$ cat src/rtl/pc_sequencer.sv
// rtl/pc_sequencer.sv - MIPS program-counter sequencer with return-address stack
module pc_sequencer #(
    parameter int               XLEN         = 32,
    parameter int               INDEX_W      = 26,
    parameter logic [XLEN-1:0]  RESET_VECTOR = 32'h0040_0000,
    parameter logic [XLEN-1:0]  EXC_VECTOR   = 32'h8000_0180,
    parameter int               RAS_DEPTH    = 4,
    localparam int              PTR_W        = $clog2(RAS_DEPTH),
    localparam int              CNT_W        = PTR_W + 1
) (
    input  logic               clk,
    input  logic               reset,
    input  logic               stall,
    input  logic               exc,
    input  logic               branch_taken,
    input  logic [15:0]        branch_off,
    input  logic               jump,
    input  logic               link,
    input  logic [INDEX_W-1:0] instr_index,
    input  logic               ret,
    input  logic [XLEN-1:0]    jr_target,
    output logic [XLEN-1:0]    pc,
    output logic [XLEN-1:0]    pc_plus4,
    output logic [CNT_W-1:0]   ras_count,
    output logic               ras_miss
);

    logic [XLEN-1:0]  r_pc;
    logic [PTR_W-1:0] r_ptr;      // next free slot; top of stack is r_ptr-1
    logic [CNT_W-1:0] r_count;
    logic             r_miss;
    logic [XLEN-1:0]  r_ras [RAS_DEPTH];

    logic [XLEN-1:0]  w_next_pc;
    logic [XLEN-1:0]  w_br_target;
    logic [XLEN-1:0]  w_jmp_target;
    logic [PTR_W-1:0] w_top_idx;
    logic             w_push;
    logic             w_pop;
    logic             w_miss;
    logic             w_ras_full;
    logic             w_ras_empty;

    assign pc_plus4     = r_pc + XLEN'(4);
    assign w_br_target  = pc_plus4 + {{(XLEN-18){branch_off[15]}}, branch_off, 2'b00};
    assign w_jmp_target = {pc_plus4[XLEN-1:INDEX_W+2], instr_index, 2'b00};
    assign w_top_idx    = r_ptr - PTR_W'(1);
    assign w_ras_full   = (r_count == CNT_W'(RAS_DEPTH));
    assign w_ras_empty  = (r_count == '0);

    // Select next PC by priority and decide the single RAS action for this cycle
    always_comb begin
        w_next_pc = pc_plus4;
        w_push    = 1'b0;
        w_pop     = 1'b0;
        w_miss    = 1'b0;
        if (exc) begin
            w_next_pc = EXC_VECTOR;
        end else if (stall) begin
            w_next_pc = r_pc;
        end else if (branch_taken) begin
            w_next_pc = w_br_target;
        end else if (jump) begin
            w_next_pc = w_jmp_target;
            w_push    = link;
        end else if (ret) begin
            if (w_ras_empty) begin
                w_next_pc = jr_target;
                w_miss    = 1'b1;
            end else begin
                w_next_pc = r_ras[w_top_idx];
                w_pop     = 1'b1;
            end
        end
    end

    // PC, stack pointer, occupancy and miss pulse registers
    always_ff @(posedge clk or posedge reset) begin
        if (reset) begin
            r_pc    <= RESET_VECTOR;
            r_ptr   <= '0;
            r_count <= '0;
            r_miss  <= 1'b0;
        end else begin
            r_pc   <= w_next_pc;
            r_miss <= w_miss;
            if (w_push) begin
                r_ptr <= r_ptr + PTR_W'(1);
                if (!w_ras_full) begin
                    r_count <= r_count + CNT_W'(1);
                end
            end else if (w_pop) begin
                r_ptr   <= w_top_idx;
                r_count <= r_count - CNT_W'(1);
            end
        end
    end

    // Stack storage; a push when full lands on the oldest entry because the pointer wraps
    always_ff @(posedge clk) begin
        if (w_push) begin
            r_ras[r_ptr] <= pc_plus4;
        end
    end

    assign pc        = r_pc;
    assign ras_count = r_count;
    assign ras_miss  = r_miss;

endmodule

$ cat config.mk
export PLATFORM = sky130hd
export DESIGN_NAME = pc_sequencer
export DESIGN_NICKNAME = d
export VERILOG_FILES = /design/src/rtl/pc_sequencer.sv
export SDC_FILE = /design/constraint.sdc
export NUM_CORES = 1
export LEC_CHECK = 0
export CORE_ASPECT_RATIO = 0.6
export CORE_UTILIZATION = 50
export DETAILED_ROUTE_END_ITERATION = 10
export HOLD_SLACK_MARGIN = 0.05
export PLACE_DENSITY = 0.72
export SLEW_MARGIN = 5
export SYNTH_ARGS = -nofsm -noshare
export SYNTH_HDL_FRONTEND = slang
export SYNTH_SLANG_ARGS = --single-unit
export TNS_END_PERCENT = 50
$ cat constraint.sdc
create_clock -name clk -period 11.15 [get_ports clk]
set_clock_uncertainty 0.15 [all_clocks]
set_input_delay 2.23 -clock clk [delete_from_list [all_inputs] [get_ports clk]]
set_output_delay 2.23 -clock clk [all_outputs]
set_load 0.01 [all_outputs]
## After elaboration in Yosys (flattened, before gate mapping)

Memory sizes are Yosys's and may differ from the RTL's.
Index checks and enable logic that the tools add are counted.

- Flip-flop bits (word level): 38
- Latch bits: 0
- Memory bits (writable): 128
- Bits in read-only memories: 0
- Bits of input ports: 82
- Output and inout port bits: 68
- Word-level logic and storage cells: 46
- Memories: 1

- Add/sub/neg operators: 6
- Multipliers: 0
- Divide/modulo/power cells: 0
- Magnitude comparators: 0
- Equal/unequal tests: 3
- Shift operators: 0
- Mux-type cells: 29
- Bitwise gates (word level): 0
- Reduce and logical (&&, ||, !) cells: 3

Memories:

| memory | depth | bits a word | rd ports | clocked after memory_dff | wr ports | line | text |
|---|---|---|---|---|---|---|---|
| r_ras | 4 | 32 | 1 | 0 | 1 | 32 | `logic [XLEN-1:0] r_ras [RAS_DEPTH];` |

Operators by type and width:

| kind | number |
|---|---|
| 32-bit two-way mux | 6 |
| 32-bit by 3-bit adder with 32-bit output (second input constant) | 1 |
| 32-bit adder | 1 |
| 1-bit two-way mux | 18 |
| 3-bit two-way mux | 3 |
| 2-bit two-way mux | 2 |
| 3-bit by 1-bit adder with 3-bit output (second input constant) | 1 |
| 3-bit equality test (second input constant) | 1 |
| 3-bit logical NOT | 1 |
| 3-bit by 1-bit subtractor with 3-bit output (second input constant) | 1 |
| 2-bit by 1-bit adder with 2-bit output (second input constant) | 1 |
| 2-bit by 1-bit != test with 1-bit output (second input constant) | 1 |
| 2-bit != test (second input constant) | 1 |
| 2-bit AND reduction | 1 |
| 2-bit nonzero test | 1 |
| 2-bit by 1-bit subtractor with 2-bit output (second input constant) | 1 |

## Longest topological paths before layout

- Depth in word-level cells: 9
- Gate-level depth with buffers: 16
- Mapped depth without buffers: 15

## Worst setup path after synthesis

OpenSTA, ideal clock, no wires.

- Path type: input to register
- Start point: input port stall
- End point: memory r_ras[0][0], enable pin
- Setup time: 0.392 ns
- Data arrival time: 4.251 ns
- Required time: 10.608 ns
- Setup slack: 6.357 ns
- Stages: 7
- Path buffers: 3
- Cells stage by stage: clkbuf_1 > or2_2 > clkbuf_1 > nor2_1 > and3_1 > clkbuf_1 > and2_1

- Word-level cells in the longest chain between the ends: 4

RTL lines:

| item | line | text |
|---|---|---|
| start: declaration | 13 | `input logic stall,` |
| 1-bit two-way mux | 59 | `end else if (stall) begin` |
| 1-bit two-way mux | 57 | `if (exc) begin` |
| 1-bit two-way mux | 101 | `if (w_push) begin` |
| 1-bit two-way mux (implied by the code) | 102 | `r_ras[r_ptr] <= pc_plus4;` |
| end: declaration | 32 |  |

No other way between the ends.

## Worst setup path in the final report

- Start point: register r_pc[2] (netlist: pc[2])
- End point: output port pc_plus4[30]

- Word-level cells in the longest chain between the ends: 1

RTL lines:

| item | line | text |
|---|---|---|
| start: declaration | 28 | `logic [XLEN-1:0] r_pc;` |
| start signal: assignment | 85 | `r_pc <= w_next_pc;` |
| 32-bit by 3-bit adder with 32-bit output | 44 | `assign pc_plus4 = r_pc + XLEN'(4);` |
| end: declaration | 23 | `output logic [XLEN-1:0] pc_plus4,` |

No other way between the ends.

==> summary.txt <==
Drt
  • Wire per inst: 26.7 um
  • Antenna Violating Nets Remaining: 0
  • Total vias in the final route: 8198
  • Drt first pass iters: 7
  • Vias per inst: 6.50
  • Final wirelength: 33700 um
  • Drt drc: 0
  • Initial DRC Count: 1285

Timing
  • Final WS setup: 5.09 ns
  • FMAX: 0.165 GHz
  • Slew HR: 33.6%
  • Fin Setup TNS: 0 ns
  • Fin crit period: between 6 and 7 ns
  • Final Slew Violations: 0
  • Final Cycle Share: 54.3%
  • Slew @ Worst Pin: 0.988 ns
  • Final Hold Viols: 0
  • Final setup viols: 0
  • Unrepaired setup endpoints after global routing: false

Yosys
  • Synth warn: 0
  • Post-Syn Area: 9680 um2
  • Syn_area_per_cell: between 10 and 15 um2
  • Top_reg_cell synth: edfxtp_1
  • Compound-Gate Fraction of Synth Area: 14.5%
  • Largest family of logic cells by synthesized area: compound AO/OA/AOI/OAI gates
  • Mux contribution to synthesized area: 8.18%
  • Largest area contributor in the netlist: edfxtp_1
  • Simple-gate area share of the yosys netlist: 13.9%
  • Synth Area in Adders: 5.45%
  • FFs w/ async S/R, synth: 22.9%
  • Synth Area in XOR/XNOR: 5.34%
  • Synth unique cells: 78
  • Number of synthesized flops with an enable pin: 128
  • Post-synth top area share: 39.7%
  • Seq/Total Area, Yosys: 49.5%
  • Net count after synthesis: slightly below 1000
  • Ranking of synthesized cells by area: edfxtp_1, dfrtp_1, mux4_2
  • Cells after Synth: 866
  • Seq cells post-synth: 166

Pwr
  • Max VDD drop: 0.000121 V
  • Leakage power: 4.39 nW
  • Pwr Total: 0.00221 W
  • P per Cell Area: 185 nW/um2

Critical path
  • CP endpoint kind: primary output
  • Setup CP Type: register to primary output
  • Worst setup SP type: register
  • Crit path arrival time: around 3.7 ns
  • Max FO, Critical Path: 8
  • WP data required: just under 9 ns

Die
  • Die Ht: ~110 um
  • Die ar.: about 20000 um2
  • Top Ports: 150
  • Row cnt: 38
  • Die width: 182 um
  • CORE AREA: 18500 um2
  • Starting Density: 52.3%

Layout
  • Fill count: 1465
  • Final net count: 1132
  • Ant diodes: 0
  • P&R area growth vs syn: 24.0%
  • Layout cells sized above 1: between 10% and 20%
  • Final cell count without fillers: 1262

Global routing
  • Vias in the first global route: 7693
  • Initial antenna violation count: 0
  • First-pass GRT wire length: ~49000 um
  • GRT Util Overall: between 30% and 40%
  • Largest net degree at the start of global routing: 39
  • Total gr overflow: 0

Placement
  • GPL Wtd Cong: 0.957
  • Worst slack at placement: 5.44 ns
  • DP Cell Count: 1230
  • IO Port Bufs: 149
  • Post-DP HPWL: 24800 um

Clock tree
  • Clock root buffer: clkbuf_16
  • Num Clock Sinks: 166
  • CTS max path bufs: 2
  • Resized cells post-CTS: 0
  • Post-CTS setup buffer count: 0
  • TritonCTS clock tree: built
  • Clock Pin Slew Worst Setup and Hold Paths: 0.07 ns
  • Htree depth: 4
  • CTS Hold Bufs: 0
  • CTS Buf Count: 17
  • Clk_lat worst skew: 0.44 ns

Hold path
  • HP Class: register to register

Job
  • MaxCap Viol Count: 0

Run status
  • Status: finished clean
==> layer usage <==
| metal | global-route usage (%) | share of wire [%] | vias up |
|---|---|---|---|
| met1 | 52.9 | 44 | 4010 |
| li1 | - | - | 3569 |
| met3 | 15.6 | 16 | 40 |
| met4 | 8.11 | 1.5 | 0 |
| met2 | 43.4 | 38 | 579 |
| met5 | 0 | 0 | - |
==> worst paths after layout <==
check                        startpoint      endpoint  slack (ns)  cells after the start
max                               pc[2]  pc_plus4[30]        5.09                      7
min                        ras_count[2]  ras_count[2]        0.44                      1
min reg2reg                ras_count[2]  ras_count[2]        0.44                      1
max in group asynchronous         reset      r_ptr[0]        8.29                      3
max reg2reg                       pc[2]        pc[31]        6.26                     14
min in group asynchronous         reset  ras_count[1]        2.11                      3
==> worst max-delay path, cell delays in order, from the launching register on <==
cell and delay [ns]:
dfrtp_1 0.43, ha_1 0.28, nand3_1 0.13, nor2_1 0.33
nand4_2 0.30, or3_4 0.46, xnor2_1 0.63, clkdlybuf4s50_1 0.68
==> per-stage QoR <==
step	utilization [%]	cell area [um2]	hold slack, ns
after detailed placement	61.8	11400	0.411
after floorplan	-	9680	0.404
final	64.9	12000	0.437
after global routing	64.9	12000	0.451
after global placement	61.8	11400	0.407
after CTS	64.9	12000	0.425
==> synth_stat cells, types with 8 or more instances <==
library cell	instances
o211ai_1	12
xor2_1	21
a311oi_1	10
and3_1	9
xnor2_1	33
ha_1	39
mux4_2	32
a31oi_1	10
a21oi_1	63
nand2_1	124
a22oi_1	8
nand4_1	13
nor3_1	12
o21ai_0	55
clkbuf_1	32
buf_2	8
inv_1	16
nor2_1	42
edfxtp_1	128
nand3_1	35
dfrtp_1	37
==> registers in the layout, indices dropped and copies added (netlist names) <==
register   count
pc            32
r_ptr          2
ras_count      3
r_ras        128
ras_miss       1
==> layout make-up <==
type	instances	area (um2)	share of cell area [%]
Multi-Input combinational cell	634	4590	38.3
Inverter	16	60.1	0.500
Clock buffer	20	457	3.81
Timing Repair Buffer	174	1680	14.0
Sequential cell	166	4800	40.0
Clock inverter	12	115	0.959
Tap cell	240	300	2.50
==> logic make-up after synthesis <==
family / Yosys count
adder cells (fa/ha/maj): 41
AND/OR/NAND/NOR: 277
flip-flops: 166
AO/OA/AOI/OAI: 221
XOR/XNOR: 56
buffers and inverters: 66
multiplexers: 39
==> report_power, final <==
part | switching [W] | internal [W] | total, W
Combinational | 0.000506 | 0.000369 | 0.000875
Sequential | 0.0000477 | 0.000708 | 0.000756
Clock | 0.000277 | 0.000307 | 0.000584
==> cell usage in the layout (no fill, tap or decap), types with 7 or more instances in the layout <==
cell type / count
a211oi_1: 7
a21o_1: 7
a21oi_1: 63
a22oi_1: 8
a311oi_1: 10
a31oi_1: 10
and3_1: 9
buf_4: 25
clkbuf_16: 17
clkdlybuf4s50_1: 149
dfrtp_1: 36
edfxtp_1: 128
ha_1: 39
inv_1: 15
mux4_2: 32
nand2_1: 124
nand3_1: 35
nand4_1: 13
nor2_1: 42
nor3_1: 11
o211ai_1: 12
o21a_1: 7
o21ai_0: 55
o21bai_1: 7
or3_1: 7
xnor2_1: 33
xor2_1: 21
No activity file was read; power rests on OpenSTA's default activity.
==> edit (same settings) <==
Change the parameter `XLEN` from 32 to 48.
--- a/src/rtl/pc_sequencer.sv
+++ b/src/rtl/pc_sequencer.sv
@@ -2,3 +2,3 @@
 module pc_sequencer #(
-    parameter int               XLEN         = 32,
+    parameter int               XLEN         = 48,
     parameter int               INDEX_W      = 26,
Ports: changed (resized jr_target, pc and pc_plus4); port bits go from 150 to 198. The function was not compared with the original's and may differ.
==> edit against the original RTL <==
- critical endpoint is now pc_plus4[46]
- largest cell class unchanged
- worst setup slack worse by 390 ps
- via count up 50%
- sequential cell count up 80
- worst hold slack worse by 27 ps
- area after synthesis up 50%
- wire length up 42%
- synthesized cell count up 54%
- register-to-register slack worse by 300 ps
- count of clock-buffer cells in the layout up 11
- cell area up 46%
- power up 44%
- global-route usage down 2.6 points
==> edit: results (changes against the original RTL) <==
Final layout:
- The net count of the finished layout is 1658 (+46%).
- More flip-flops sit in one register than any other, and that register is r_ras.
- The flip-flop count of the largest register after layout is 192 (+50%).
- The fraction of layout cells with a size suffix above 1 came to 9.295% (-2.1 points).
- The count of filler cells inserted in the layout came to 2245 (+53%).
- The count of inserted antenna diode cells is 0 (unchanged).

Power and ir drop:
- The worst vdd rail ir drop is 169.0 uV (+40%).
- The sequential cell fraction of total power is 35.4% (+1.3 points).
- The clock group total power is 0.796 mW (+36%).
- The internal portion of total power came to 2.024 mW (+46%).
- The leakage power of the design is 6.538 nW (+49%).
- The sequential-cell power consumption was 1.13 mW (+49%).

CTS:
- The root buffer cell chosen for the clock tree is sky130_fd_sc_hd__clkbuf_16.
- The clock tree buffer depth is 3 (+1).
- The H-tree level count is 1 (-3).
- The TritonCTS buffer count is 24 (+7).
- The number of setup buffers added after CTS is 0 (unchanged).
- The later-pin clock latency in the skew report is 540 ps (+100 ps).
- The CTS clock-pin slew for the worst setup and hold paths came to 70 ps (about the same).
- The total of cells resized after clock tree synthesis is 0 (unchanged).

Placed design:
- The number of port buffers is 197 (+32%).
- The final HPWL from detailed placement is 33300 um (+34%).
- The routability-driven placement congestion ratio was 0.9942 (+3.9%).

Logic synthesis:
- By area the synthesized netlist is led by sky130_fd_sc_hd__edfxtp_1, sky130_fd_sc_hd__dfrtp_1, sky130_fd_sc_hd__mux4_2, sky130_fd_sc_hd__ha_1, sky130_fd_sc_hd__nand2_1.
- The number of enable flip-flop cells after synthesis was 192 (+50%).
- The commonest cells after synthesis are sky130_fd_sc_hd__edfxtp_1, sky130_fd_sc_hd__nand2_1, sky130_fd_sc_hd__a21oi_1.
- The number of warnings issued by yosys came to 0 (unchanged).
- The number of distinct standard cells referenced by the synthesized netlist is 82 (+5.1%).
- The net count after synthesis came to 1495 (+51%).
- The share of async-settable or async-resettable flops after synthesis is 21.95% (-0.94 points).
- The sequential-to-total area share from yosys stat is 48.94% (-0.60 points).

Route:
- The detailed-route wire length per cell is 25.51 um (-4.6%).
- The DRC marker count from the first detailed-route iteration is 1433 (+12%).
- The total vias in the final route is 12300 (+50%).
- The count of TritonRoute iterations in the first routing pass is 6 (-1).

Critical path:
- The maximum fanout count along the critical path is 9 (+1).
- The largest incremental delay on the critical path is 670 ps.
- The highest-delay cell along the critical path is sky130_fd_sc_hd__nor4_4.
- The arrival time at the worst endpoint is 4070 ps (+390 ps).
- Grouping stages by cell kind, the critical path spends the most delay in simple AND/OR/NAND/NOR gates.

Timing:
- The transition time at the pin with the least slew margin came to 1088 ps (+100.0 ps).
- The count of final max-slew check failures came to 0 (unchanged).

Global route:
- The overall routing resource usage came to 32.10% (-2.6 points).
- The number of antenna violations at the first check in global routing came to 2 (+2).
- The first-pass GRT wire length is 72150 um (+47%).
- The pin count of the biggest net entering global routing was 55 (+41%).

Hold path:
- The path class of the tightest hold or removal check is flip-flop to flip-flop.

Outcome:
- The flow ran to the end, and the final reports show no timing, DRC or antenna violations.
[edit: final cells by class]
class                   instances  area (um2)  share of cell area (%)
inverters                      29       108.9                  0.6193
multi-input cells             977        6998                   39.81
well taps                     367       459.2                   2.612
flip-flops and latches        246        7122                   40.52
repair buffers                221        2137                   12.16
clock buffers                  31       658.1                   3.744
clock inverters                13       93.84                  0.5339
[edit: logic make-up (layout without fill, tap and decap cells)]
logic type,count (synthesis),in the layout,share of synthesized area [%]
buf+inv,113,294,3.140
fa+ha+maj,61,61,5.351
compound gates,365,365,16.52
mux,55,55,7.914
xor+xnor,82,82,4.938
simple gates,414,414,13.20
flops,246,246,48.94
[edit: metrics by stage]
stage / instances / cell area (um2) / hold WS (ps) / setup WS, ps / utilization (%)
6_report: 1884 / 17580 / 410.4 / 4703 / 62.66
5_1_grt: 1884 / 17580 / 461.9 / 4550 / 62.66
4_1_cts: 1884 / 17580 / 406.5 / 4760 / 62.66
3_5_place_dp: 1840 / 16820 / 389.0 / 5144 / 59.98
3_3_place_gp: 1840 / 16820 / 383.0 / 5169 / 59.98
2_1_floorplan: 1336 / 14550 / 397.9 / 6023 / -
[edit: per-layer routing]
metal | wire length, um | up-vias | GRT usage [%]
met4 | 1088 | 2 | 7.793
met2 | 20370 | 712 | 46.59
met1 | 21580 | 6091 | 48.66
met3 | 5012 | 82 | 7.207
met5 | 9 | - | 0
li1 | - | 5414 | -
[edit: final timing paths]
path / start / endpoint / slack, ps / cells after the start
min reg2reg: pc[47] / pc[47] / 410 / 2
max in group asynchronous: reset / r_ptr[0] / 8110 / 3
min in group asynchronous: reset / ras_miss / 2090 / 3
min: pc[47] / pc[47] / 410 / 2
max: pc[15] / pc_plus4[46] / 4700 / 7
max reg2reg: pc[15] / pc[47] / 5960 / 13
